===== src/rtl/crt_loader.sv =====
// CRT cartridge image parser: turns the HPS download byte stream into bank
// descriptors and back-pressured SDRAM byte writes, one bank per 8 KB slot.
module crt_loader #(
  parameter logic [24:0] BASE_ADDR = 25'h100000,
  parameter logic [7:0]  HDR_LEN   = 8'h40
) (
  input  logic        clk32,
  input  logic        reset_n,
  input  logic        ioctl_download,
  input  logic [7:0]  ioctl_index,
  input  logic        ioctl_wr,
  input  logic [24:0] ioctl_addr,
  input  logic [7:0]  ioctl_data,
  input  logic        detach,
  input  logic        mem_ack,
  output logic        ioctl_wait,
  output logic        mem_req,
  output logic [24:0] mem_addr,
  output logic [7:0]  mem_data,
  output logic [15:0] cart_id,
  output logic [7:0]  cart_exrom,
  output logic [7:0]  cart_game,
  output logic [7:0]  bank_type,
  output logic [15:0] bank_num,
  output logic [15:0] bank_laddr,
  output logic [15:0] bank_size,
  output logic [24:0] bank_raddr,
  output logic        bank_wr,
  output logic        cart_attached,
  output logic        bad_sig,
  output logic        overrun
);

  typedef enum logic [1:0] {S_IDLE, S_FILEHDR, S_CHIPHDR, S_DATA} state_t;

  state_t      state_q;
  logic        dl_q;
  logic [3:0]  hc_q;
  logic [24:0] load_addr_q;
  logic [31:0] pkt_len_q;
  logic [31:0] blk_len_q;
  logic        wait_q;
  logic        mem_req_q;
  logic [24:0] mem_addr_q;
  logic [7:0]  mem_data_q;
  logic [15:0] cart_id_q;
  logic [7:0]  cart_exrom_q;
  logic [7:0]  cart_game_q;
  logic [7:0]  bank_type_q;
  logic [15:0] bank_num_q;
  logic [15:0] bank_laddr_q;
  logic [15:0] bank_size_q;
  logic [24:0] bank_raddr_q;
  logic        bank_wr_q;
  logic        attached_q;
  logic        bad_sig_q;
  logic        overrun_q;

  logic        strobe;
  logic        strobe_ok;
  logic        dl_rise;
  logic        hdr_past;
  logic        chip_byte;
  logic [3:0]  hc_eff;
  logic [24:0] aligned_addr;

  assign strobe       = ioctl_wr && ioctl_download && (ioctl_index == 8'd3);
  assign strobe_ok    = strobe && !wait_q;
  assign dl_rise      = ioctl_download && !dl_q && (ioctl_index == 8'd3);
  assign hdr_past     = ioctl_addr >= {17'd0, HDR_LEN};
  // The first byte past the file header is CHIP header byte 0.
  assign chip_byte    = strobe_ok && ((state_q == S_CHIPHDR) ||
                                      ((state_q == S_FILEHDR) && hdr_past));
  assign hc_eff       = (state_q == S_CHIPHDR) ? hc_q : 4'd0;
  assign aligned_addr = (load_addr_q[12:0] != 13'd0) ?
                        {load_addr_q[24:13] + 12'd1, 13'd0} : load_addr_q;

  always_ff @(posedge clk32 or negedge reset_n) begin
    if (!reset_n) begin
      state_q      <= S_IDLE;
      dl_q         <= 1'b0;
      hc_q         <= 4'd0;
      load_addr_q  <= BASE_ADDR;
      pkt_len_q    <= 32'd0;
      blk_len_q    <= 32'd0;
      wait_q       <= 1'b0;
      mem_req_q    <= 1'b0;
      mem_addr_q   <= 25'd0;
      mem_data_q   <= 8'd0;
      cart_id_q    <= 16'd0;
      cart_exrom_q <= 8'd0;
      cart_game_q  <= 8'd0;
      bank_type_q  <= 8'd0;
      bank_num_q   <= 16'd0;
      bank_laddr_q <= 16'd0;
      bank_size_q  <= 16'd0;
      bank_raddr_q <= 25'd0;
      bank_wr_q    <= 1'b0;
      attached_q   <= 1'b0;
      bad_sig_q    <= 1'b0;
      overrun_q    <= 1'b0;
    end else begin
      dl_q      <= ioctl_download;
      bank_wr_q <= 1'b0;

      if (strobe && wait_q) overrun_q <= 1'b1;

      case (state_q)
        S_IDLE: begin
          if (dl_rise) begin
            state_q     <= S_FILEHDR;
            hc_q        <= 4'd0;
            load_addr_q <= BASE_ADDR;
            blk_len_q   <= 32'd0;
            attached_q  <= 1'b0;
            bad_sig_q   <= 1'b0;
            overrun_q   <= 1'b0;
          end
        end
        S_FILEHDR: begin
          if (strobe_ok && !hdr_past) begin
            case (ioctl_addr)
              25'h00:  if (ioctl_data != 8'h43) bad_sig_q <= 1'b1;
              25'h01:  if (ioctl_data != 8'h36) bad_sig_q <= 1'b1;
              25'h02:  if (ioctl_data != 8'h34) bad_sig_q <= 1'b1;
              25'h03:  if (ioctl_data != 8'h20) bad_sig_q <= 1'b1;
              25'h16:  cart_id_q[15:8] <= ioctl_data;
              25'h17:  cart_id_q[7:0]  <= ioctl_data;
              25'h18:  cart_exrom_q    <= ioctl_data;
              25'h19:  cart_game_q     <= ioctl_data;
              default: ;
            endcase
          end
        end
        S_DATA: begin
          if (strobe_ok) begin
            mem_req_q  <= 1'b1;
            wait_q     <= 1'b1;
            mem_addr_q <= load_addr_q;
            mem_data_q <= ioctl_data;
          end
        end
        default: ;
      endcase

      // Commit of the pending byte; the last one of a bank reopens the header.
      if (mem_req_q && mem_ack) begin
        mem_req_q   <= 1'b0;
        wait_q      <= 1'b0;
        load_addr_q <= load_addr_q + 25'd1;
        blk_len_q   <= blk_len_q - 32'd1;
        if (blk_len_q == 32'd1) begin
          state_q <= S_CHIPHDR;
          hc_q    <= 4'd0;
        end
      end

      if (chip_byte) begin
        state_q <= S_CHIPHDR;
        hc_q    <= hc_eff + 4'd1;
        case (hc_eff)
          4'd0:  load_addr_q <= aligned_addr;
          4'd4, 4'd5, 4'd6, 4'd7: pkt_len_q <= {pkt_len_q[23:0], ioctl_data};
          4'd8:  blk_len_q <= pkt_len_q - 32'd16;
          4'd9:  bank_type_q <= ioctl_data;
          4'd10: bank_num_q[15:8] <= ioctl_data;
          4'd11: bank_num_q[7:0] <= ioctl_data;
          4'd12: bank_laddr_q[15:8] <= ioctl_data;
          4'd13: bank_laddr_q[7:0] <= ioctl_data;
          4'd14: bank_size_q[15:8] <= ioctl_data;
          4'd15: begin
            bank_size_q[7:0] <= ioctl_data;
            bank_raddr_q     <= load_addr_q;
            bank_wr_q        <= 1'b1;
            state_q          <= (blk_len_q != 32'd0) ? S_DATA : S_CHIPHDR;
          end
          default: ;
        endcase
      end

      // Download end waits for any outstanding write before going idle.
      if ((state_q != S_IDLE) && !ioctl_download && !mem_req_q) begin
        state_q    <= S_IDLE;
        attached_q <= ~bad_sig_q;
      end

      if (detach) attached_q <= 1'b0;
    end
  end

  assign ioctl_wait    = wait_q;
  assign mem_req       = mem_req_q;
  assign mem_addr      = mem_addr_q;
  assign mem_data      = mem_data_q;
  assign cart_id       = cart_id_q;
  assign cart_exrom    = cart_exrom_q;
  assign cart_game     = cart_game_q;
  assign bank_type     = bank_type_q;
  assign bank_num      = bank_num_q;
  assign bank_laddr    = bank_laddr_q;
  assign bank_size     = bank_size_q;
  assign bank_raddr    = bank_raddr_q;
  assign bank_wr       = bank_wr_q;
  assign cart_attached = attached_q;
  assign bad_sig       = bad_sig_q;
  assign overrun       = overrun_q;

endmodule


===== config.mk =====
export PLATFORM = sky130hd
export DESIGN_NAME = crt_loader
export DESIGN_NICKNAME = d
export VERILOG_FILES = /design/src/rtl/crt_loader.sv
export SDC_FILE = /design/constraint.sdc
export NUM_CORES = 1
export LEC_CHECK = 0
export ABC_AREA = 1
export BUFFER_PORTS_ARGS = -buffer_cell sky130_fd_sc_hd__clkbuf_2
export CAP_MARGIN = 30
export CORE_MARGIN = 5
export CORE_UTILIZATION = 35
export CTS_CLUSTER_SIZE = 8
export DETAILED_ROUTE_END_ITERATION = 10
export GPL_ROUTABILITY_DRIVEN = 0
export MAX_ROUTING_LAYER = met4
export PLACE_DENSITY_LB_ADDON = 0.15
export SLEW_MARGIN = 20
export SYNTH_ARGS = -nofsm -noshare
export SYNTH_HDL_FRONTEND = slang
export SYNTH_SLANG_ARGS = --single-unit

===== constraint.sdc =====
create_clock -name clk32 -period 5.95 [get_ports clk32]
set_input_delay 0.8925 -clock clk32 [delete_from_list [all_inputs] [get_ports clk32]]
set_output_delay 0.8925 -clock clk32 [all_outputs]
set_load 0.01 [all_outputs]

==> key figures, run 1 <==
Setup path
  • Crit-path max FO: 18
  • Worst Reg-to-Reg Cells: 11
  • Slowest CP cell: dfrtp_1
  • Reg-to-Reg Start: state_q[1]$_DFF_PN0_
  • CP arrival: 3.58 ns
  • Delay-heaviest family, CP: simple AND/OR/NAND/NOR gates
  • Cells along the critical path: nand2_4 -> nor2_1 -> inv_1 -> ha_1 -> inv_1 -> nor3_4 -> nand3_2 -> inv_2 -> nand2_1 -> nor2_1 -> nor2_1
  • CP startpoint: state_q[1]$_DFF_PN0_
  • Crit. End Element: flop
  • Startpoint types: flop
  • Worst path depth: 11
  • WP buf/inv: 3
  • Top cell by count, worst path: nor2_1
  • Slowest stage delay, CP: 0.48 ns
  • Kind of critical path: reg -> reg
  • Critical path required time: 6.36 ns

Placed design
  • Post-DP HPWL: 29700 microns
  • Pre-CTS WS: 2.33 ns
  • IO Port Bufs: 198

Floorplanning
  • Core area: 36400 sq um
  • Die height: 201 microns
  • IO Count: 199
  • Placement row count: 70
  • Starting Density: 35.2%
  • Die area: 40600 sq um
  • Die X: 201 microns

Timing
  • Clk_skew: 0.0194 ns
  • Fin. Hold Viols: 0
  • Slew @ Worst Pin: 0.978 ns
  • Relative slew slack: 34.3%
  • Final setup violation count: 0
  • F_max: 0.315 GHz
  • Tcrit/Tclk final: 53.3%
  • RSZ-0062 raised after global routing: no
  • Setup TNS: 0 ns
  • PnR worst setup slack: 2.78 ns
  • Final slew viol count: 0
  • Min Tclk post-route: 3.17 ns

Finish
  • Ant. Diodes: 0
  • Area delta synth->final: 18.9%
  • Share of layout cells above drive strength 1: 16.5%
  • Final #Nets: 1920

Power and ir drop
  • Flop pwr share: 44.6%
  • Clk pwr share: 50.4%
  • Pwr dens: 252 nW/um^2
  • Cell-internal power: 2.93 mW
  • Sw frac: 23.8%
  • Part of the power in combinational logic: 4.9%
  • VDD IR-drop max: 184 uV
  • Leakage: 8.01 nW
  • NetSw: 0.916 mW

Global route
  • Pin count of the biggest net entering global routing: 94
  • Total gr overflow: 0
  • Most crowded layer after global routing: met2
  • First-pass GRT wire length: 64300 microns
  • Met1 usage: 26.3%
  • GRT Util Overall: 20.1%
  • Grt met2 use: 31.5%
  • Vias in the first global route: 11437
  • Met3 usage: 5.03%
  • Initial antenna violation count: 0

Detailed routing
  • Avg Vias per Cell: 4.91
  • Avg WL per Cell: 17.2 microns
  • Initial DRC count: 684
  • Drt drc: 0
  • Drt pass-1 iters: 5
  • Final ANT Viol Nets: 0
  • Final WL: 40200 microns
  • DR vias: 11483

Yosys
  • Post-synth EDFFs: 0
  • Share of flip-flops with an asynchronous set or reset: 100%
  • Synth Area per Inst: 7.65 sq um
  • Mapped Area: 12800 sq um
  • Synthesized flop and latch total: 247
  • Synth Flop Type: dfrtp_1
  • Unique masters post-synth: 40
  • Seq/Total Area, Yosys: 48.2%
  • Synth warnings: 0
  • Gate Count Post-Synth: 1676
  • Post-synthesis net count: 1734

Clocking
  • Total CTS buffers: 37
  • Clock slew at reported path FFs: 0.05 ns
  • Post-CTS sizing: 0
  • CTS tree: built
  • Post-CTS Setup Inserts: 0
  • H-tree levels: 2
  • Worst-skew pair later-pin latency: 0.53 ns
  • Clock buffer depth: 3
  • Root Driver: clkbuf_16
  • CTS Hold Buffers Added: 0
  • CTS sink count: 247

Status
  • Status: completed

Run
  • Maxcap violations: 0

Min path
  • Hold crit path type: in -> async
-- worst paths after layout --
check	endpoint	slack (ns)
worst max-delay path	load_addr_q[22]$_DFFE_PN0P_	2.78
worst min-delay path	bank_raddr[16]$_DFFE_PN0P_	0.37
worst max register to register	load_addr_q[22]$_DFFE_PN0P_	2.78
worst min register to register	pkt_len_q[0]$_DFFE_PN0P_	0.48
max in group asynchronous	pkt_len_q[30]$_DFFE_PN0P_	4.25
min in group clk32	pkt_len_q[0]$_DFFE_PN0P_	0.48
-- flip-flops by register name, summed over array words and instances, names as in the netlist, 16 cells and up --
signal and cells:
bank_raddr 25, bank_size 16, blk_len_q 32, mem_addr 25, pkt_len_q 32, bank_laddr 16, bank_num 16, cart_id 16
load_addr_q 25
-- layer usage --
layer,vias up,part of all wire (%)
li1,5775,-
met1,5349,46
met2,297,46
met3,62,6.2
met4,0,2.3
met5,-,0
-- cell type report --
class	instances	area, sq um
Fill cell	3807	21200
Sequential cell	247	6180
Multi-Input combinational cell	1204	5740
Timing Repair Buffer	206	1060
Clock buffer	46	1010
Inverter	166	623
Tap cell	468	586
Clock inverter	3	41.3
-- worst register-to-register path, stage by stage (launching register included) --
cell and delay, ns:
dfrtp_1 0.48, nand2_4 0.23, nor2_1 0.12, inv_1 0.11, ha_1 0.27, inv_1 0.18, nor3_4 0.42, nand3_2 0.45
inv_2 0.36, nand2_1 0.25, nor2_1 0.15, nor2_1 0.06
-- power by group through the flow --
stage          registers [mW]  clock network (mW)  logic, mW
2_1_floorplan            1.74                   0     0.0926
4_1_cts                  1.71                1.99      0.194
3_3_place_gp             1.74                   0      0.192
6_report                 1.71                1.94      0.189
5_1_grt                  1.71                2.06      0.217
3_5_place_dp             1.74                   0      0.194
-- cells by family (layout without fill, tap and decap cells) --
family	after synthesis	count (layout)	synth area share [%]
xor+xnor	37	37	2.53
fa+ha+maj	11	11	1.07
simple gates	881	881	29.4
flops	247	247	48.2
compound gates	275	275	11.7
buf+inv	225	421	7.11
-- cells in the final DEF, fill, tap and decap left out, types with 11 or more instances in the layout --
cell type,Yosys,routed
o21ai_1,92,92
nand3_1,106,104
xor2_1,31,31
nand2_1,490,490
dfrtp_1,246,246
o21ai_0,123,123
a21oi_1,19,19
ha_1,11,11
clkbuf_16,0,38
nor3_1,26,26
inv_1,159,159
nand4_1,27,27
o21ai_2,23,23
clkbuf_2,0,197
nor2_1,195,195
-- synthesized netlist by cell type (3+ instances only) --
master / count / share of area [%]
a21oi_1: 19 / 0.74
buf_2: 12 / 0.47
buf_4: 4 / 0.23
buf_6: 5 / 0.44
clkbuf_1: 37 / 1.1
dfrtp_1: 246 / 48
ha_1: 11 / 1.1
inv_1: 159 / 4.7
inv_2: 7 / 0.20
nand2_1: 490 / 14
nand2_2: 3 / 0.15
nand3_1: 106 / 4.1
nand3_2: 7 / 0.55
nand3b_1: 4 / 0.23
nand4_1: 27 / 1.3
nor2_1: 195 / 5.7
nor2_4: 3 / 0.26
nor2_8: 3 / 0.47
nor3_1: 26 / 1.0
nor3_4: 3 / 0.38
nor4_1: 7 / 0.34
o211ai_1: 10 / 0.59
o21ai_0: 123 / 4.8
o21ai_1: 92 / 3.6
o21ai_2: 23 / 1.6
xnor2_1: 6 / 0.41
xor2_1: 31 / 2.1
-- through the flow --
step | cell area [sq um] | hold WS (ns) | utilization (%) | total power [mW] | cells
3_3_place_gp | 14200 | 0.465 | 39.0 | 1.93 | 2291
5_1_grt | 15200 | 0.422 | 41.8 | 3.99 | 2340
3_5_place_dp | 14200 | 0.469 | 39.0 | 1.93 | 2291
2_1_floorplan | 12800 | 0.449 | - | 1.83 | 1676
4_1_cts | 15200 | 0.408 | 41.8 | 3.90 | 2340
6_report | 15200 | 0.373 | 41.8 | 3.84 | 2340
(Power assumes the default switching activity.)
==> run 2: changes to the inputs <==
==> constraint.sdc (replaced) <==
create_clock -name clk32 -period 3 [get_ports clk32]
set_input_delay 0.45 -clock clk32 [delete_from_list [all_inputs] [get_ports clk32]]
set_output_delay 0.45 -clock clk32 [all_outputs]
set_load 0.01 [all_outputs]
==> run 2 against run 1 <==
Net effect: critical path type unchanged; critical endpoint is now pkt_len_q[29]$_DFFE_PN0P_; maximum frequency rose by 23%; via count rose by 0.99%; final area is 1.9% higher; cell count grew 1.3%; die area unchanged; sequential cell count unchanged; highest routed layer unchanged; sequential share of layout area down 0.75 points; core utilization rose by 0.79 points; non-clock buffer count is 24 higher.
==> key figures, run 2 (same netlist as run 1, synthesis figures left out) <==
Status
  • Status: completed

Global route
  • Vias in the first global route: 11624 (+1.6%)
  • First-pass GRT wire length: 65600 microns (+2.1%)
  • GRT Util Overall: 20.5% (+0.35 points)
  • Pin count of the biggest net entering global routing: 72 (-23%)
  • Initial antenna violation count: 1 (+1)
  • Total gr overflow: 0 (unchanged)

Floorplanning
  • Die area: 40600 sq um (unchanged)
  • Placement row count: 70 (unchanged)
  • Starting Density: 35.2% (unchanged)
  • Die height: 201 microns (unchanged)
  • IO Count: 199 (unchanged)
  • Die X: 201 microns (unchanged)
  • Core area: 36400 sq um (unchanged)

Setup path
  • Critical path required time: 3.44 ns (-2.92 ns)
  • Startpoint types: flop
  • Kind of critical path: reg -> reg
  • WP buf/inv: 2 (-1)
  • Top cell by count, worst path: nand2_4
  • CP arrival: 3.03 ns (-0.55 ns)
  • Slowest stage delay, CP: 0.51 ns (+0.03 ns)
  • Crit-path max FO: 23 (+5)
  • Cells along the critical path: nand2_4 -> nor2_1 -> inv_1 -> ha_1 -> nor4_1 -> nor3_4 -> nand2_4 -> buf_12 -> nand2_1 -> o21ai_2
  • Slowest CP cell: dfrtp_1
  • Crit. End Element: flop
  • Delay-heaviest family, CP: simple AND/OR/NAND/NOR gates

Timing
  • Slew @ Worst Pin: 0.675 ns (-0.302 ns)
  • Final slew viol count: 0 (unchanged)
  • F_max: 0.387 GHz (+23%)
  • Final setup violation count: 0 (unchanged)
  • Tcrit/Tclk final: 86.2% (+33 points)
  • RSZ-0062 raised after global routing: no
  • Min Tclk post-route: 2.59 ns (-0.587 ns)
  • Clk_skew: 0.0164 ns (-0.00305 ns)
  • Relative slew slack: 54.9% (+21 points)
  • Fin. Hold Viols: 0 (unchanged)
  • Setup TNS: 0 ns (unchanged)

Clocking
  • CTS tree: built
  • Post-CTS sizing: 0 (unchanged)
  • Total CTS buffers: 37 (unchanged)
  • H-tree levels: 2 (unchanged)
  • Clock slew at reported path FFs: 0.05 ns (about the same)
  • CTS sink count: 247 (unchanged)
  • Worst-skew pair later-pin latency: 0.53 ns (about the same)
  • Root Driver: clkbuf_16
  • Clock buffer depth: 3 (unchanged)

Power and ir drop
  • VDD IR-drop max: 341 uV (+86%)
  • Pwr dens: 495 nW/um^2 (+97%)
  • Leakage: 8.17 nW (+1.9%)

Finish
  • Final #Nets: 1944 (+1.3%)
  • Top Registers: blk_len_q: 32 flops, pkt_len_q: 32 flops
  • Share of layout cells above drive strength 1: 17.4% (+0.96 points)
  • Area delta synth->final: 21.1%
  • Commonest non-fill, non-tap cell in the layout: nand2_1
  • Highest-count cells in the layout ignoring fill and taps: nand2_1, dfrtp_1, clkbuf_2
  • Final design utilization: 42.6% (+0.79 points)

Min path
  • Hold crit path type: in -> reg

Detailed routing
  • Initial DRC count: 694 (+1.5%)
  • Avg WL per Cell: 17.2 microns (-0.13%)
  • Final WL: 40700 microns (+1.1%)
  • Final ANT Viol Nets: 0 (unchanged)
  • Drt drc: 0 (unchanged)
  • Drt pass-1 iters: 5 (unchanged)
  • DR vias: 11597 (+0.99%)
  • Avg Vias per Cell: 4.89 (-0.29%)

Run
  • Maxcap violations: 0 (unchanged)

Placed design
  • Post-DP HPWL: 30000 microns (+1.0%)
  • IO Port Bufs: 198 (unchanged)
## run 2: cell types whose count changed in the layout (fill, tap and decap cells not counted)
| cell | before | now |
|---|---|---|
| buf_12 | 0 | 6 |
| buf_4 | 8 | 25 |
| clkbuf_1 | 5 | 10 |
| clkbuf_8 | 3 | 4 |
| clkinv_2 | 1 | 0 |
| diode_2 | 0 | 1 |
| dlygate4sd3_1 | 0 | 1 |
## run 2: layout make-up
type                            count  area (sq um)
Fill cell                        3795         20900
Tap cell                          468           586
Antenna cell                        1          2.50
Timing Repair Buffer              230          1320
Multi-Input combinational cell   1204          5740
Sequential cell                   247          6180
Clock buffer                       52          1040
Clock inverter                      2          36.3
Inverter                          166           623
## run 2: where the power goes
part / internal [mW] / switching, mW
sequential: 3.37 / 0.0342
combinational: 0.106 / 0.291
clock: 2.39 / 1.50
## run 2: worst paths after layout
path | startpoint | endpoint | slack, ns | depth (start not counted)
max in group asynchronous | reset_n | cart_exrom[1]$_DFFE_PN0P_ | 1.78 | 3
worst max register to register | state_q[1]$_DFF_PN0_ | pkt_len_q[29]$_DFFE_PN0P_ | 0.41 | 10
worst max-delay path | state_q[1]$_DFF_PN0_ | pkt_len_q[29]$_DFFE_PN0P_ | 0.41 | 10
worst min-delay path | detach | cart_attached$_DFFE_PN0P_ | 0.09 | 2
worst min register to register | cart_id[7]$_DFFE_PN0P_ | cart_id[7]$_DFFE_PN0P_ | 0.48 | 2
min in group asynchronous | reset_n | bank_raddr[22]$_DFFE_PN0P_ | 0.44 | 2
## run 2: routing by layer
layer / vias to the layer above / share of wire, % / track usage, %
met2: 317 / 44 / 31.2
met3: 66 / 6.1 / 4.37
met1: 5406 / 47 / 27.9
met4: 0 / 2.4 / 5.57
li1: 5808 / - / -
met5: - / 0 / -
## run 2: worst register-to-register path, cell delays in order, from the launching register on
cell     delay (ns)
dfrtp_1        0.51
nand2_4        0.18
nor2_1         0.24
inv_1          0.12
ha_1           0.26
nor4_1         0.48
nor3_4         0.15
nand2_4        0.21
buf_12         0.20
nand2_1        0.08
o21ai_2        0.06
## run 2: repair_timing
| action | in CTS | in global routing |
|---|---|---|
| buffers inserted | 0 | 0 |
| hold buffers | 1 | 0 |
| hold endpoints to repair | 53 | 0 |
## run 2: stage by stage
step	hold WS (ns)	total power [mW]	std cells	setup WS, ns	instance area [sq um]
2_1_floorplan	0.154	3.63	1676	0.776	12800
3_3_place_gp	0.422	3.85	2314	0.512	14400
5_1_grt	0.0715	7.99	2370	0.162	15500
4_1_cts	0.0629	7.82	2369	0.398	15500
6_report	0.0869	7.69	2370	0.413	15500
3_5_place_dp	0.416	3.86	2314	0.437	14400
